**src/rtl/pc_btb_if.sv**
```systemverilog
// Fetch-side bundle for pc_btb: PC control, resolved-branch update, and
// the registered fetch PC with its BTB prediction.
interface pc_btb_if;
    logic        pcen;
    logic        redirect;
    logic [31:0] redirect_pc;
    logic        upd_en;
    logic [31:0] upd_pc;
    logic        upd_taken;
    logic [31:0] upd_target;
    logic [31:0] imemaddr;
    logic [31:0] npc;
    logic        pred_taken;
    logic [31:0] pred_target;

    modport master (
        output pcen, redirect, redirect_pc, upd_en, upd_pc, upd_taken, upd_target,
        input  imemaddr, npc, pred_taken, pred_target
    );

    modport slave (
        input  pcen, redirect, redirect_pc, upd_en, upd_pc, upd_taken, upd_target,
        output imemaddr, npc, pred_taken, pred_target
    );
endinterface

```
**src/rtl/pc_btb.sv**
```systemverilog
// Program counter with a direct-mapped branch target buffer.
// Each entry holds valid, tag, target and a 2-bit saturating direction counter.
module pc_btb #(
    parameter int unsigned ENTRIES  = 16,
    parameter logic [31:0] PC_RESET = 32'h0000_0000
) (
    input logic     CLK,
    input logic     nRST,
    pc_btb_if.slave bus
);
    localparam int unsigned IDX  = $clog2(ENTRIES);
    localparam int unsigned TAGW = 30 - IDX;

    logic              valid_q [ENTRIES];
    logic [TAGW-1:0]   tag_q   [ENTRIES];
    logic [31:0]       tgt_q   [ENTRIES];
    logic [1:0]        ctr_q   [ENTRIES];

    logic [31:0]       pc_q;
    logic [31:0]       pc_d;
    logic [IDX-1:0]    lidx;
    logic [IDX-1:0]    uidx;
    logic [TAGW-1:0]   ltag;
    logic [TAGW-1:0]   utag;
    logic              lhit;
    logic              uhit;
    logic              ptaken;

    // Lookup at the current fetch PC and update-side index/tag decode
    always_comb begin
        lidx   = pc_q[IDX+1:2];
        ltag   = pc_q[31:IDX+2];
        uidx   = bus.upd_pc[IDX+1:2];
        utag   = bus.upd_pc[31:IDX+2];
        lhit   = valid_q[lidx] && (tag_q[lidx] == ltag);
        uhit   = valid_q[uidx] && (tag_q[uidx] == utag);
        ptaken = lhit && ctr_q[lidx][1];
    end

    assign bus.imemaddr    = pc_q;
    assign bus.npc         = pc_q + 32'd4;
    assign bus.pred_taken  = ptaken;
    assign bus.pred_target = ptaken ? tgt_q[lidx] : '0;

    // Next-PC select: redirect beats prediction beats sequential, else hold
    always_comb begin
        pc_d = pc_q;
        if (bus.redirect)
            pc_d = bus.redirect_pc;
        else if (bus.pcen && ptaken)
            pc_d = tgt_q[lidx];
        else if (bus.pcen)
            pc_d = pc_q + 32'd4;
    end

    // Fetch PC register
    always_ff @(posedge CLK or negedge nRST) begin
        if (!nRST)
            pc_q <= PC_RESET;
        else
            pc_q <= pc_d;
    end

    // BTB update: train on a tag hit, allocate only on a taken miss
    always_ff @(posedge CLK or negedge nRST) begin
        if (!nRST) begin
            for (int unsigned i = 0; i < ENTRIES; i++) begin
                valid_q[i] <= 1'b0;
                tag_q[i]   <= '0;
                tgt_q[i]   <= '0;
                ctr_q[i]   <= 2'b01;
            end
        end else if (bus.upd_en) begin
            if (uhit) begin
                if (bus.upd_taken) begin
                    if (ctr_q[uidx] != 2'b11)
                        ctr_q[uidx] <= ctr_q[uidx] + 2'd1;
                    tgt_q[uidx] <= bus.upd_target;
                end else if (ctr_q[uidx] != 2'b00) begin
                    ctr_q[uidx] <= ctr_q[uidx] - 2'd1;
                end
            end else if (bus.upd_taken) begin
                valid_q[uidx] <= 1'b1;
                tag_q[uidx]   <= utag;
                tgt_q[uidx]   <= bus.upd_target;
                ctr_q[uidx]   <= 2'b10;
            end
        end
    end
endmodule

```
**src/flat_wrapper.sv**
```systemverilog
// flat-port wrapper written by rule: the top's interface ports become plain ports
module pc_btb_flat 
#(
    parameter int unsigned ENTRIES  = 16,
    parameter logic [31:0] PC_RESET = 32'h0000_0000
)
  (CLK, nRST, bus_pcen, bus_redirect, bus_redirect_pc, bus_upd_en, bus_upd_pc, bus_upd_taken, bus_upd_target, bus_imemaddr, bus_npc, bus_pred_taken, bus_pred_target);
  pc_btb_if bus_i ();
  input logic CLK;
  input logic nRST;
  input wire logic [$bits(bus_i.pcen)-1:0] bus_pcen;
  input wire logic [$bits(bus_i.redirect)-1:0] bus_redirect;
  input wire logic [$bits(bus_i.redirect_pc)-1:0] bus_redirect_pc;
  input wire logic [$bits(bus_i.upd_en)-1:0] bus_upd_en;
  input wire logic [$bits(bus_i.upd_pc)-1:0] bus_upd_pc;
  input wire logic [$bits(bus_i.upd_taken)-1:0] bus_upd_taken;
  input wire logic [$bits(bus_i.upd_target)-1:0] bus_upd_target;
  output wire logic [$bits(bus_i.imemaddr)-1:0] bus_imemaddr;
  output wire logic [$bits(bus_i.npc)-1:0] bus_npc;
  output wire logic [$bits(bus_i.pred_taken)-1:0] bus_pred_taken;
  output wire logic [$bits(bus_i.pred_target)-1:0] bus_pred_target;
  assign bus_i.pcen = bus_pcen;
  assign bus_i.redirect = bus_redirect;
  assign bus_i.redirect_pc = bus_redirect_pc;
  assign bus_i.upd_en = bus_upd_en;
  assign bus_i.upd_pc = bus_upd_pc;
  assign bus_i.upd_taken = bus_upd_taken;
  assign bus_i.upd_target = bus_upd_target;
  assign bus_imemaddr = bus_i.imemaddr;
  assign bus_npc = bus_i.npc;
  assign bus_pred_taken = bus_i.pred_taken;
  assign bus_pred_target = bus_i.pred_target;
  pc_btb #(.ENTRIES(ENTRIES), .PC_RESET(PC_RESET)) u_core (.CLK(CLK), .nRST(nRST), .bus(bus_i));
endmodule
```
**config.mk**
```make
export PLATFORM = sky130hd
export DESIGN_NAME = pc_btb_flat
export DESIGN_NICKNAME = d
export VERILOG_FILES = /design/src/rtl/pc_btb_if.sv /design/src/rtl/pc_btb.sv /design/src/flat_wrapper.sv
export SDC_FILE = /design/constraint.sdc
export NUM_CORES = 2
export LEC_CHECK = 0
export ABC_AREA = 1
export CAP_MARGIN = 20
export CORE_MARGIN = 5
export CORE_UTILIZATION = 45
export DETAILED_ROUTE_END_ITERATION = 16
export SYNTH_ARGS = -nofsm -noshare
export SYNTH_HDL_FRONTEND = slang
export SYNTH_SLANG_ARGS = --single-unit
```
**constraint.sdc**
```tcl
create_clock -name CLK -period 3.3 [get_ports CLK]
set_clock_uncertainty 0.1 [all_clocks]
set_input_delay 0.495 -clock CLK [delete_from_list [all_inputs] [get_ports CLK]]
set_output_delay 0.495 -clock CLK [all_outputs]
set_load 0.01 [all_outputs]
```
---- Word level (Yosys, flattened, before mapping) ----
Index checks and enable logic that the tools add are counted.
Widths: inputs -> output; s select.
storage, ports and cells
  flip-flop bits (word level) ............. 1008
  output and inout bits ................... 97
cells by class
  muxes and demuxes ....................... 42
  eq/ne operators ......................... 4
  add/sub/neg operators ................... 3
  bitwise logic cells ..................... 7
  $lt $le $gt $ge ......................... 3
  reduce and logical (&&, ||, !) cells .... 12
operator list
  cell                   count
  $bwmux 512             1
  $bwmux 416             1
  $mux 32                12
  $bmux 26 s4            2
  $mux 26                5
  $bmux 32 s4            1
  $demux 32 s4           1
  $demux 26 s4           1
  $bwmux 32              2
  $eq 26x26->1           2
  $add 32x3->32 const B  1
  $or 16x16->16          2
  $and 16x16->16         1
  $bmux 2 s4             2
  $not 16->16            1
  $ge 5x5->1 const B     2
  $mux 2                 5
  $not 4->5              2
  $bmux 1 s4             2
  $demux 2 s4            1
  $reduce_bool 2->1      3
  $logic_and 1x1->1      5
  $lt 5x1->1 const B     1
  $mux 1                 5
  10 further kinds       10

---- Logic depth before layout (Yosys ltp) ----
  depth after elaboration ................. 10
  mapped depth ............................ 25
  mapped depth without buffers ............ 21

---- Least setup slack after synthesis ----
Ideal clock, no wire load.
  path kind ............................... register to output
  from .................................... reg u_core.pc_q[2], in the netlist u_core.bus.imemaddr[2]
  to ...................................... out bus_pred_target[14]
  required time ........................... 2705 ps
  path slack .............................. 152 ps
  stages on the path, launching flop included .. 18
  arrival time ............................ 2553 ps
  path through ............................ dfrtp_1 > buf_2 > inv_1 > buf_2 > buf_2 > clkbuf_1 > o21ai_0 > nand3_1 > nand3_1 > nand3_1 > nand2_1 > nor2_1 > inv_1 > nor2_1 > nand2_1 > clkbuf_1 > buf_1 > nor2_1
on the way
  cells in the longest elaborated chain, start to end .. 8
  elaborated cells between the ends (all ways) .. 17
  those cells by class .................... eq/ne (1); mux (13); bitwise (1); reduce/logical (2)
ends and longest elaborated chain
  element                                     RTL line                                  source
  start: declaration                          pc_btb.sv:19                              logic [31:0] pc_q;
  start signal: assignment                    pc_btb.sv:61                              pc_q <= pc_d;
  $not 4->5 (not written as such) (*)         pc_btb.sv:35, pc_btb.sv:37, pc_btb.sv:43
  $bmux 26 s4                                 pc_btb.sv:35                              lhit = valid_q[lidx] && (tag_q[lidx] == ltag);
  $mux 26 (not written as such) (2 in a row)  pc_btb.sv:35
  $eq 26x26->1                                pc_btb.sv:35
  $logic_and 1x1->1                           pc_btb.sv:35
  $logic_and 1x1->1                           pc_btb.sv:37                              ptaken = lhit && ctr_q[lidx][1];
  $mux 32 (*)                                 pc_btb.sv:43                              assign bus.pred_target = ptaken ? tgt_q[lidx] : '0;
  end: declaration                            flat_wrapper.sv:21                        output wire logic [$bits(bus_i.pred_target)-1:0] bus_pred_target;
Mark *: on every way between the ends. The rest lies on a longest branch, timed or not. The select of a mux whose other input is x is not followed.

---- Worst setup path in the final report ----
  from .................................... reg u_core.pc_q[2], in the netlist u_core.bus.imemaddr[2]
  to ...................................... out bus_pred_target[9]
The elaborated chain is that of the path after synthesis.

==> run metrics <==
status=finished, violations left; failing checks=negative setup slack; vias per cell=5.56; via count=about 53000; Reg clk slew, reported paths=about 60 ps; Final WS setup=-1010 ps; worst vdd ir=just under 600 uV; GP Congestion=0.950; H-Tree Depth=3; post-synthesis cell type count=39; Seq pwr share=0.401; Final Core Density=0.581; ys flop type=dfrtp_1; Clock power frac=0.326; R2R cell count=32; final period utilization=1.30; initial drt markers=6114; Initial Utilization=0.454; DRT antenna net count=0; # IOs=199; Synth Area per Inst=7.15 sq um; Total Die Area=approximately 120000 sq um; HP Class=in2async; post-DP HPWL=140000 um; crit path capture type=primary output; critical setup path kind=reg2out; chip height=353 um; f_max=232 MHz; initial antenna violation count=0; core region area=116000 sq um; crit path DAT=3710 ps; RSZ-0062 raised after global routing=yes; switching power=13.6 mW; Port Buf Inserts=196; first-pass GRT wire length=318000 um; most common cell after layout, fill and taps aside=nand2_1; post-synthesis sequential area ratio=0.478; Synthesized Nets=7501; largest net degree at the start of global routing=121; Pins Over Slew Limit=0; gr usage total=0.331; CTS tree=built; Final Net Count=8025; relative slew slack=0.416; vias in the first global route=50078; Residual DRC=0; Final min period=between 4000 and 5000 ps; Leak=approximately 33 nW; Die Wd=353 um; routed wire length=213000 um; Async SR Flop Fraction=1.00; Comb power frac=0.273; synth top area cells=dfrtp_1 47%, nand2_1 20%, o21ai_0 11%, nor2_1 3.9%, o21ai_1 2.9%; cell count after synthesis=between 7000 and 8000; wire per inst=22.3 um; number of buffers created by CTS=113; Worst Path Required=2700 ps; Post-synth EDFFs=0; Row Count=125; top-area cell type share of the netlist area=0.470; post-synth top area cell=dfrtp_1; Worst-Margin Slew=877 ps; Root Driver=clkbuf_16; final hold vios=0; Yosys reg bits=1008; total of max-cap violations=0; Synth Cell Area=between 50000 and 60000 sq um; startpoint types=flip-flop; Final setup viols=roughly 70; most frequent cells in the layout=2695 x nand2_1, 1152 x o21ai_0, 989 x dfrtp_1; grt total ovfl=0; Worst-Skew Late Latency=770 ps; Initial DRT Pass Iterations=6; Critical Path Fanout Max=8; antenna cells=0; Ys Warns=0; pre-CTS setup slack=-851 ps; Int Pwr=26.6 mW; sw frac=0.339; proportion of layout cells with a drive suffix above 1=0.168; P per Cell Area=596 nW/um^2; setup TNS=-44220 ps; clock tree buffer depth=3; area grow syn2layout=27.9%; CTS Sinks=1008
## sequential cells by signal, summed over array words and instances (netlist names)
register and count:
u_core.bus.imemaddr 32, u_core.ctr_q 32, u_core.tag_q 416, u_core.tgt_q 512, u_core.valid_q 16
## layout make-up
type	instances	area (sq um)
Clock inverter	38	462
Clock buffer	172	3420
Sequential cell	1008	25300
Timing Repair inverter	2	17.5
Tap cell	1524	1910
Multi-Input combinational cell	5470	25300
Inverter	378	1470
Timing Repair Buffer	947	9850
Fill cell	10844	48700
## metrics by stage
stage / power (mW) / hold WS, ps / instance area, sq um / instances
5_1_grt: 42.4 / 113 / 67600 / 9539
4_1_cts: 40.0 / 101 / 66600 / 9503
3_5_place_dp: 26.5 / 315 / 61100 / 9233
3_3_place_gp: 26.3 / 313 / 61100 / 9233
6_report: 40.3 / 125 / 67600 / 9539
2_1_floorplan: 21.6 / 99.4 / 52900 / 7396
## metal layers
layer,global-route usage,up-vias,part of all wire
li1,-,24963,-
met1,0.428,25266,0.40
met2,0.526,2290,0.46
met3,0.0491,535,0.071
met4,0.208,0,0.074
met5,0,-,0
## cell usage after synthesis, types with 3 or more instances
| cell | n |
|---|---|
| a221oi_1 | 18 |
| dfstp_2 | 16 |
| buf_1 | 29 |
| buf_6 | 3 |
| nor3_1 | 14 |
| clkbuf_1 | 355 |
| ha_1 | 3 |
| o22ai_1 | 69 |
| nor2_2 | 3 |
| or2_2 | 15 |
| o221ai_1 | 28 |
| dfrtp_1 | 992 |
| o21ai_1 | 306 |
| nand2_4 | 7 |
| nor2_1 | 551 |
| o21ai_0 | 1185 |
| nand4_1 | 23 |
| inv_2 | 7 |
| inv_1 | 367 |
| o211ai_1 | 75 |
| clkinv_1 | 3 |
| buf_4 | 12 |
| nor4_1 | 3 |
| buf_2 | 141 |
| xor2_1 | 23 |
| a22oi_1 | 18 |
| nand2_1 | 2807 |
| nand3_1 | 220 |
| a21oi_1 | 80 |
| a31oi_1 | 8 |
| nand2_2 | 4 |
## logic make-up (layout without fill, tap and decap cells)
kind of cell,Yosys count,in the layout,share of synthesized area
simple gates,3652,3652,0.269
xor+xnor,25,25,0.00414
fa+ha+maj,3,3,0.000710
buf+inv,918,1537,0.0698
flops,1008,1008,0.478
compound gates,1790,1790,0.179
## power groups by stage
stage	logic, mW	clock network (mW)	registers, mW
finish	11.0	13.1	16.2
detailed placement	10.2	0	16.3
floorplan	5.64	0	15.9
global placement	10.0	0	16.2
CTS	10.7	13.3	16.1
global route	12.1	13.8	16.4
## timing repair
action                     in CTS  in global routing
hold buffers                    1                  0
hold endpoints to repair      358                  0
setup endpoints to repair      90                420
pin swaps                      52                 70
resized for setup             517                211
buffers inserted               54                 36
gates cloned                   13                  6
## path summary, 6_finish.rpt
path | startpoint | endpoint | slack [ps]
worst max-delay path | u_core.bus.imemaddr[2] | bus_pred_target[9] | -1010
worst min-delay path | nRST | u_core.tag_q[372] | 120
worst max register to register | u_core.bus.imemaddr[2] | u_core.bus.imemaddr[23] | -770
worst min register to register | u_core.ctr_q[8] | u_core.ctr_q[8] | 360
max in group asynchronous | nRST | u_core.tgt_q[319] | 1960
min in group CLK | bus_redirect_pc[0] | u_core.bus.imemaddr[0] | 210
## critical path, stage by stage (launching register included)
cell,delay [ps]
dfrtp_4,520
buf_12,170
buf_12,150
buf_4,140
o21ai_0,150
nand2_1,70
nand3_1,110
nand3_2,210
nand3_1,150
nand2_2,70
buf_4,130
nor2_1,80
nand2_1,80
nor2_1,110
nand2_1,110
nor2_4,150
buf_12,160
buf_12,160
nand2_4,60
inv_2,60
buf_6,100
(Power assumes the default switching activity.)
